<file path="src/rtl/timer_interrupt_unit.sv">
// Timer flag receiver: synchronises the timer's flag-write strobe, holds TIFR/TIMSK and runs the
// prioritised request/acknowledge/return handshake with the CPU.
module timer_interrupt_unit #(
  parameter int unsigned SYNC_STAGES = 2
) (
  input  logic       sysClock,
  input  logic       reset,
  input  logic       TIFR_write_enable,
  input  logic [7:0] TIFR_input,
  input  logic       cpu_write_TIFR,
  input  logic       cpu_write_TIMSK,
  input  logic [7:0] cpu_data,
  input  logic       SREG_I,
  input  logic       irq_ack,
  input  logic       irq_done,
  output logic [7:0] TIFR_output,
  output logic [7:0] TIMSK_output,
  output logic       irq_request,
  output logic [3:0] irq_vector
);

  localparam int unsigned Stages = (SYNC_STAGES < 2) ? 2 : SYNC_STAGES;

  typedef enum logic [1:0] {StIdle, StPending, StService} state_e;

  state_e            state_q, state_d;
  logic [Stages-1:0] sync_q;
  logic              edge_q;
  logic [7:0]        tifr_q, tifr_d;
  logic [7:0]        timsk_q, timsk_d;
  logic              req_q, req_d;
  logic [3:0]        vec_q, vec_d;

  logic       strobe_event;
  logic [7:0] pending;
  logic [3:0] sel_vec;
  logic [3:0] ack_off;
  logic [7:0] ack_mask;
  logic [7:0] set_mask;
  logic [7:0] clr_mask;

  assign strobe_event = sync_q[Stages-1] & ~edge_q;
  assign pending      = tifr_q & timsk_q;
  assign set_mask     = strobe_event ? TIFR_input : 8'h00;

  // Highest set bit wins; bit i maps to vector 11-i.
  always_comb begin
    sel_vec = 4'd0;
    for (int i = 0; i < 8; i++) begin
      if (pending[i]) sel_vec = 4'(11 - i);
    end
  end

  always_comb begin
    ack_off  = 4'd11 - vec_q;
    ack_mask = 8'h00;
    if (vec_q >= 4'd4 && vec_q <= 4'd11) ack_mask[ack_off[2:0]] = 1'b1;
  end

  always_comb begin
    state_d  = state_q;
    req_d    = req_q;
    vec_d    = vec_q;
    clr_mask = cpu_write_TIFR ? cpu_data : 8'h00;
    unique case (state_q)
      StIdle: begin
        req_d = 1'b0;
        if (SREG_I && (pending != 8'h00)) begin
          state_d = StPending;
          req_d   = 1'b1;
          vec_d   = sel_vec;
        end
      end
      StPending: begin
        if ((pending == 8'h00) || !SREG_I) begin
          state_d = StIdle;
          req_d   = 1'b0;
        end else if (irq_ack) begin
          // Clear the bit behind the vector the CPU actually saw this cycle.
          clr_mask = clr_mask | ack_mask;
          state_d  = StService;
          req_d    = 1'b0;
        end else begin
          req_d = 1'b1;
          vec_d = sel_vec;
        end
      end
      StService: begin
        req_d = 1'b0;
        if (irq_done) state_d = StIdle;
      end
      default: begin
        state_d = StIdle;
        req_d   = 1'b0;
      end
    endcase
    // Hardware set overrides any clear of the same bit.
    tifr_d  = (tifr_q & ~clr_mask) | set_mask;
    timsk_d = cpu_write_TIMSK ? cpu_data : timsk_q;
  end

  always_ff @(posedge sysClock) begin
    if (reset) begin
      state_q <= StIdle;
      sync_q  <= '0;
      edge_q  <= 1'b0;
      tifr_q  <= 8'h00;
      timsk_q <= 8'h00;
      req_q   <= 1'b0;
      vec_q   <= 4'd0;
    end else begin
      state_q <= state_d;
      sync_q  <= {sync_q[Stages-2:0], TIFR_write_enable};
      edge_q  <= sync_q[Stages-1];
      tifr_q  <= tifr_d;
      timsk_q <= timsk_d;
      req_q   <= req_d;
      vec_q   <= vec_d;
    end
  end

  assign TIFR_output  = tifr_q;
  assign TIMSK_output = timsk_q;
  assign irq_request  = req_q;
  assign irq_vector   = vec_q;

endmodule

</file>
<file path="config.mk">
export PLATFORM = sky130hd
export DESIGN_NAME = timer_interrupt_unit
export DESIGN_NICKNAME = d
export VERILOG_FILES = /design/src/rtl/timer_interrupt_unit.sv
export SDC_FILE = /design/constraint.sdc
export NUM_CORES = 1
export LEC_CHECK = 0
export BUFFER_PORTS_ARGS = -buffer_cell sky130_fd_sc_hd__buf_2
export CORE_ASPECT_RATIO = 1.25
export CORE_MARGIN = 4
export CORE_UTILIZATION = 43
export DETAILED_ROUTE_END_ITERATION = 10
export PLACE_DENSITY = 0.74
export SLEW_MARGIN = 5
export SYNTH_ARGS = -nofsm -noshare
export SYNTH_HDL_FRONTEND = slang
export SYNTH_SLANG_ARGS = --single-unit
</file>
<file path="constraint.sdc">
create_clock -name sysClock -period 1.55 [get_ports sysClock]
set_input_delay 0.31 -clock sysClock [delete_from_list [all_inputs] [get_ports sysClock]]
set_output_delay 0.31 -clock sysClock [all_outputs]
set_load 0.05 [all_outputs]
</file>
# After elaboration in Yosys (flattened, before gate mapping)
# Cells that the tools add are included.
[totals]
wordCells = 66
out_inout_bits = 21
in_bits = 24
ff_bits = 26
[classes]
eq_ne = 7
mux = 29
reduce_logical = 11
addsub = 1
bitwise = 7
n_lt_le_gt_ge = 4
[op_table]
columns = ["operator", "count"]
rows = [
  ["8-bit 2-to-1 mux", 6],
  ["4-bit 2-to-1 mux", 11],
  ["8-bit bitwise AND", 2],
  ["8-bit bitwise OR", 2],
  ["8-bit zero test", 1],
  ["2-bit 2-to-1 mux", 4],
  ["2-bit inequality test, second input constant", 4],
  ["8-bit NOT", 1],
  ["4-bit one-hot mux with 2 select lines", 1],
  ["8-bit nonzero test", 1],
  ["2-bit one-hot mux with 3 select lines", 1],
  ["4-bit by 3-bit >= comparator with 1-bit output, second input constant", 1],
  ["4-bit less-or-equal comparator, second input constant", 1],
  ["3-bit by 4-bit less-than comparator with 1-bit output, second input constant", 1],
  ["1-bit 2-to-1 mux", 4],
  ["4-bit AND reduction", 1],
  ["1-bit demux with 3-bit select", 1],
  ["3-bit by 1-bit >= comparator with 1-bit output, second input constant", 1],
  ["1-bit logical AND", 3],
  ["3-bit inequality test, second input constant", 1],
  ["3-bit AND reduction", 1],
  ["2-bit by 3-bit subtractor with 3-bit output, first input constant", 1],
  ["2-bit by 1-bit equality test with 1-bit output, second input constant", 1],
  ["2-bit equality test, second input constant", 1],
  ["other kinds (7)", 7],
]

# Longest topological paths before layout
# Gate-level depths: netlist of the first run.
[logic_depth]
word_depth = 13
depth_mapped = 6
ltp_nobuf = 4

# Worst setup path after synthesis of the first run
# Ideal clock, no wire load.
[synth_timing]
path_type = "flip-flop to flip-flop"
startpoint = "register vec_q[1] (netlist: irq_vector[1])"
endpoint = "register tifr_q[4] (netlist: TIFR_output[4])"
period_less_slack_ps = 1924
setup_ps = 117
t_arrival_ps = 1807
setup_slack_ps = -374
n_path_buf = 0
stages_incl_launch_ff = 5
cell_sequence = "dfxtp_1 > inv_1 > or4_4 > or3b_1 > a22o_1"
[synth_between]
elab_chain_cells = 13
[synth_rtl]
columns = ["item", "line", "text"]
rows = [
  ["from (decl)", "32", "logic [3:0] vec_q, vec_d;"],
  ["from (signal assigned)", "118", "vec_q <= vec_d;"],
  ["2-bit by 3-bit subtractor with 3-bit output", "55", "ack_off = 4'd11 - vec_q;"],
  ["3-bit by 4-bit less-than comparator with 1-bit output (not written as such) / 3-bit by 1-bit >= comparator with 1-bit output (equally long branches)", "57", "if (vec_q >= 4'd4 && vec_q <= 4'd11) ack_mask[ack_off[2:0]] = 1'b1;"],
  ["1-bit logical AND (not written as such)", "57", ""],
  ["1-bit 2-to-1 mux (not written as such)", "57", ""],
  ["1-bit demux with 3-bit select", "57", ""],
  ["8-bit 2-to-1 mux *", "57", ""],
  ["8-bit bitwise OR *", "80", "clr_mask = clr_mask | ack_mask;"],
  ["8-bit 2-to-1 mux *", "78", "end else if (irq_ack) begin"],
  ["8-bit 2-to-1 mux *", "75", "if ((pending == 8'h00) || !SREG_I) begin"],
  ["8-bit 2-to-1 mux *", "65", "unique case (state_q)"],
  ["8-bit NOT *", "98", "tifr_d = (tifr_q & ~clr_mask) | set_mask;"],
  ["8-bit bitwise AND *", "98", ""],
  ["8-bit bitwise OR *", "98", ""],
  ["to (signal assigned)", "115", "tifr_q <= tifr_d;"],
  ["to (decl)", "29", "logic [7:0] tifr_q, tifr_d;"],
]
# Every way passes the cells marked *; elsewhere a longest branch is shown, timed or not.
# A chain may end at the register's enable or synchronous reset.

# Final worst setup path of the first run
[layout_timing]
startpoint = "register state_q[1]"
endpoint = "register tifr_q[4] (netlist: TIFR_output[4])"
[layout_between]
elab_chain_cells = 5
[layout_rtl]
columns = ["item", "line", "text"]
rows = [
  ["from (decl)", "26", "state_e state_q, state_d;"],
  ["from (signal assigned)", "104", "state_q <= StIdle;"],
  ["from (signal assigned)", "112", "state_q <= state_d;"],
  ["2-bit by 1-bit equality test with 1-bit output", "65", ""],
  ["8-bit 2-to-1 mux", "65", ""],
  ["8-bit NOT", "98", ""],
  ["8-bit bitwise AND", "98", ""],
  ["8-bit bitwise OR", "98", ""],
]
# No other way between the ends.

==> impl_metrics.ini, run 1 <==
[timing]
grt_setup_unrepaired = true
hold_ws_ns = 0.173
hold_viol = 0
fin_crit_ns = 1.60
max_slew_margin = 0.784
fmax_ghz = 0.625
final_max_slew_viol_count = 0
finClkSkew_ns = 0.00728
setup_slack_ns = -0.0488
post-route-period-util = 1.03
setup_viol = 2
worst_pin_slew_ns = 0.324

[global_routing]
grt.met2_usage = 0.299
grtUsageMet1 = 0.191
grt_max_degree = 27
track_usage = 0.161
grt_overflow = 0
grt_pass1_vias = 1096
grtUsageMet3 = 0.0344
grt_pass1_wl_mm = 4.90
antenna_found_initial = 0
top_usage_layer = met2

[hold_path]
whs_path_depth = 3
whs_endpoint = TIFR_output[7]
min_path_type = input pin to register
holdCritStartpoint = TIFR_input[7]

[cells_and_area]
final_cell_mix = buf_2, dfxtp_4, nor2_1, nand2_1
final_cells = 218
area_growth_pct = 35.1
n_antenna_cell = 0
nFillCells = 239
drive_gt1_frac = 0.473
finalNetCount = 209
final_common_cell = buf_2

[cts]
insertion_delay_ns = 0.32
cts_sinks = 26
path_clk_slew_ns = 0.14
numCtsBuffers = 3
cts.path.max_buffers = 2
htreeDepth = 1
cts_tree = built
root_buffer = clkbuf_4
cts_hold_buffers = 0

[floorplanning]
start_util = 0.452
die_w_um = 55.7
die_area_sq_um = 3770
core_area_sq_um = 2710
io_pins = 45
num_rows = 21
die_h_um = 67.6

[drt]
routed_wl_mm = 3.11
wl_per_cell_um = 14.2
antenna_left = 0
drt-initial-drc-count = 31
drc = 0
vias = 1177
drtPass1Iterations = 4
viasPerCell = 5.40

[place]
routabilityCongestion = 0.779
io_buffer_count = 44
dp_hpwl_mm = 2.40
place_inst = 211

[setup_path]
startpoint = state_q[1]
crit_arrival_ns = 1.83
endpoint_kind = register
crit_type = register to register
crit_path_start_kind = register
critPathRequiredTime_ns = 1.79
r2r_cells = 4
crit-reg2reg-launch = state_q[1]
r2r_slack_ns = -0.05
r2r_end = TIFR_output[4]
path_max_fanout = 2

[logic_synthesis]
ys_ff_latch = 26
synthDistinctLibCells = 31
synthesis.nets = 158
yosys.area.top_type = dfxtp_1
netlist_top_cells_area = dfxtp_1, mux2i_1, a22o_1
avgSynthCellArea_sq_um = 9.12
synth.yosys.seq_area_share = 0.426
ys_warn_count = 0
netlist_instances = 134
syn_area_sq_um = 1220
synth.top_cell.area_share = 0.426

[run_status]
violations = negative setup slack
status = finished, violations left

[job]
drv_cap = 0

[pwr]
power_density_nw_per_um2 = 810
p_leak_uw = 0.000700
ir_worst_vdd_uv = 586
==> Yosys cell counts (all sizes together) <==
master / instances
buf: 3
clkdlybuf4s15: 1
nand3b: 5
and3b: 1
a211oi: 6
nor3: 6
or4: 2
dfxtp: 26
clkbuf: 3
and4b: 2
a21oi: 6
nor2: 12
o31ai: 1
or3b: 4
clkdlybuf4s18: 1
a22oi: 3
and2b: 1
nand2: 12
a22o: 7
nor3b: 2
o21ai: 6
nand4b: 3
nor2b: 3
mux2i: 8
inv: 6
nand4: 3
a32o: 1
==> flip-flops by register name, summed over array words and instances, names as in the netlist <==
name and flops:
edge_q 1, TIFR_output 8, irq_vector 4, sync_q 2
TIMSK_output 8, irq_request 1, state_q 2
==> power breakdown <==
part	internal (uW)	total, uW	leakage [uW]	switching, uW
logic	83.6	236	0.000447	153
registers	676	700	0.000226	24.1
clock network	197	401	0.0000261	204
total	957	1340	0.000700	381
==> timing repair <==
action,CTS,global route
gates cloned,0,1
endpoints found under the setup margin,5,6
gates resized for setup,1,2
pin swaps,1,3
buffers inserted,0,2
==> cell families (layout without fill, tap and decap cells) <==
group                  Yosys count  after routing  synth area share
AOI/OAI and AO/OA               30             30             0.170
and+or+nand+nor                 56             57             0.270
DFF                             26             26             0.426
buffers and inverters           14             63            0.0686
muxes                            8              8            0.0655
==> through the flow <==
stage	power, uW	area, sq um	TNS, ns	util	setup WS, ns
detailed placement	946	1570	-0.228	0.580	-0.155
global placement	939	1570	-0.142	0.580	-0.108
finish	1340	1650	-0.0878	0.610	-0.0488
CTS	1350	1620	-0.0470	0.598	-0.0294
floorplan	870	1300	-0.0993	-	-0.0685
global route	1400	1650	-0.247	0.610	-0.0992
==> per-layer routing <==
layer / wire length, um / part of all wire
met5: 0 / 0
met4: 29 / 0.0093
met3: 200 / 0.064
met2: 1560 / 0.50
met1: 1310 / 0.42
==> critical path, cell delays in order, from the launching register on <==
cell and delay (ns):
dfxtp_1 0.34, nand4b_1 0.20, or4_4 0.44, or3b_1 0.35, a22o_1 0.17
==> final cells by class <==
class	count	area, sq um	share of cell area
tap	34	42.5	0.0258
sequential	26	593	0.359
clock buffer	4	47.5	0.0288
multi-input combinational	95	646	0.391
timing repair buffer	53	300	0.182
inverter	6	22.5	0.0136
==> worst max-delay path by stage <==
stage	slack [ns]	end
after floorplan	-0.07	TIFR_output[4]
after global placement	-0.11	TIFR_output[6]
after detailed placement	-0.15	TIFR_output[6]
after CTS	-0.03	TIFR_output[6]
after global routing	-0.1	TIFR_output[6]
final	-0.05	TIFR_output[4]
Power figures use the tool's default switching activity.
==> run 2, diff against run 1 <==
RECOVER_POWER = 50   (was default)
==> impl_metrics.ini, run 2 (synthesized netlist as in run 1, its figures left out) <==
[cts]
insertion_delay_ns = 0.32
cts_tree = built
htreeDepth = 1
cts_hold_buffers = 0
numCtsBuffers = 3
path_clk_slew_ns = 0.14
cts.path.max_buffers = 2
root_buffer = clkbuf_4
cts_sinks = 26

[setup_path]
crit_arrival_ns = 1.84
crit_path_start_kind = register
critPathRequiredTime_ns = 1.78
path_max_fanout = 2
endpoint_kind = register
crit_type = register to register

[global_routing]
grt_overflow = 0
grt_pass1_vias = 1096
grt_max_degree = 27
track_usage = 0.161
grt_pass1_wl_mm = 4.90
antenna_found_initial = 0

[floorplanning]
num_rows = 21
core_area_sq_um = 2710
start_util = 0.452
die_area_sq_um = 3770
die_w_um = 55.7
die_h_um = 67.6
io_pins = 45

[pwr]
p_leak_uw = 0.000688
power_density_nw_per_um2 = 818
total_power_uw = 1340
ir_worst_vdd_uv = 586

[cells_and_area]
n_antenna_cell = 0
drive_gt1_frac = 0.451
final_common_cell = buf_2
finalNetCount = 209
nFillCells = 245
area_growth_pct = 33.9
final_cell_mix = buf_2, dfxtp_4, nor2_1, nand2_1, dfxtp_1

[job]
drv_cap = 0

[timing]
fin_crit_ns = 1.60
hold_viol = 0
grt_setup_unrepaired = true
final_max_slew_viol_count = 0
hold_ws_ns = 0.173
post-route-period-util = 1.03
finClkSkew_ns = 0.00642
setup_viol = 2
max_slew_margin = 0.786
setup_slack_ns = -0.0509
fmax_ghz = 0.625
worst_pin_slew_ns = 0.322
fin_setup_tns_ns = -0.0918

[run_status]
violations = negative setup slack
status = finished, violations left

[drt]
routed_wl_mm = 3.11
vias = 1179
drtPass1Iterations = 4
viasPerCell = 5.41
wl_per_cell_um = 14.3
drc = 0
drt-initial-drc-count = 31
antenna_left = 0

[place]
dp_hpwl_mm = 2.40
routabilityCongestion = 0.779
dp_slack_ns = -0.155
io_buffer_count = 44

[hold_path]
min_path_type = input pin to register
## run 2: changes by cell type in the layout (fill, tap and decap cells not counted), sizes merged
| cell | change |
|---|---|
| buf | -8 |
| clkbuf | +8 |
## run 2: metal layers
| layer | vias to the layer above | global-route usage | wire [um] | share of wire |
|---|---|---|---|---|
| met4 | 0 | 0.0365 | 29 | 0.0093 |
| met1 | 545 | 0.191 | 1320 | 0.42 |
| met3 | 4 | 0.0344 | 199 | 0.064 |
| met2 | 39 | 0.299 | 1560 | 0.50 |
| met5 | - | 0 | 0 | 0 |
| li1 | 591 | - | - | - |
## run 2: what timing repair did
item	CTS	global route
cloned	0	1
buffers inserted	0	2
setup endpoints to repair	5	6
pin swaps	1	3
resized for setup	1	2
## run 2: layout make-up
type                            count  area [sq um]  share of cell area
Tap cell                           34          42.5              0.0260
Multi-Input combinational cell     95           646               0.394
Sequential cell                    26           582               0.356
Clock buffer                        4          47.5              0.0291
Timing Repair Buffer               53           297               0.181
Inverter                            6          22.5              0.0138
## run 2: stage by stage
step | std cells | util | instance area (sq um)
CTS | 215 | 0.598 | 1620
global placement | 211 | 0.580 | 1570
detailed placement | 211 | 0.580 | 1570
floorplan | 134 | - | 1300
finish | 218 | 0.605 | 1640
global route | 218 | 0.605 | 1640
## run 2: final timing paths
path	startpoint	end	slack [ns]	cells past startpoint
max reg2reg	state_q[1]	TIFR_output[4]	-0.05	4
max	state_q[1]	TIFR_output[4]	-0.05	4
min reg2reg	sync_q[0]	sync_q[1]	0.46	1
min	TIFR_input[7]	TIFR_output[7]	0.17	3
## run 2: worst max-delay path: stages, from the launching register on
cell and delay, ns:
dfxtp_1 0.34, nand4b_1 0.20, or4_4 0.44, or3b_1 0.35, a22o_1 0.17
## run 2: report_power, final
group          switching [uW]  total (uW)  internal [uW]
Clock                     204         401            197
Combinational             153         235           82.1
Sequential               24.3         702            678
Total                     381        1340            957
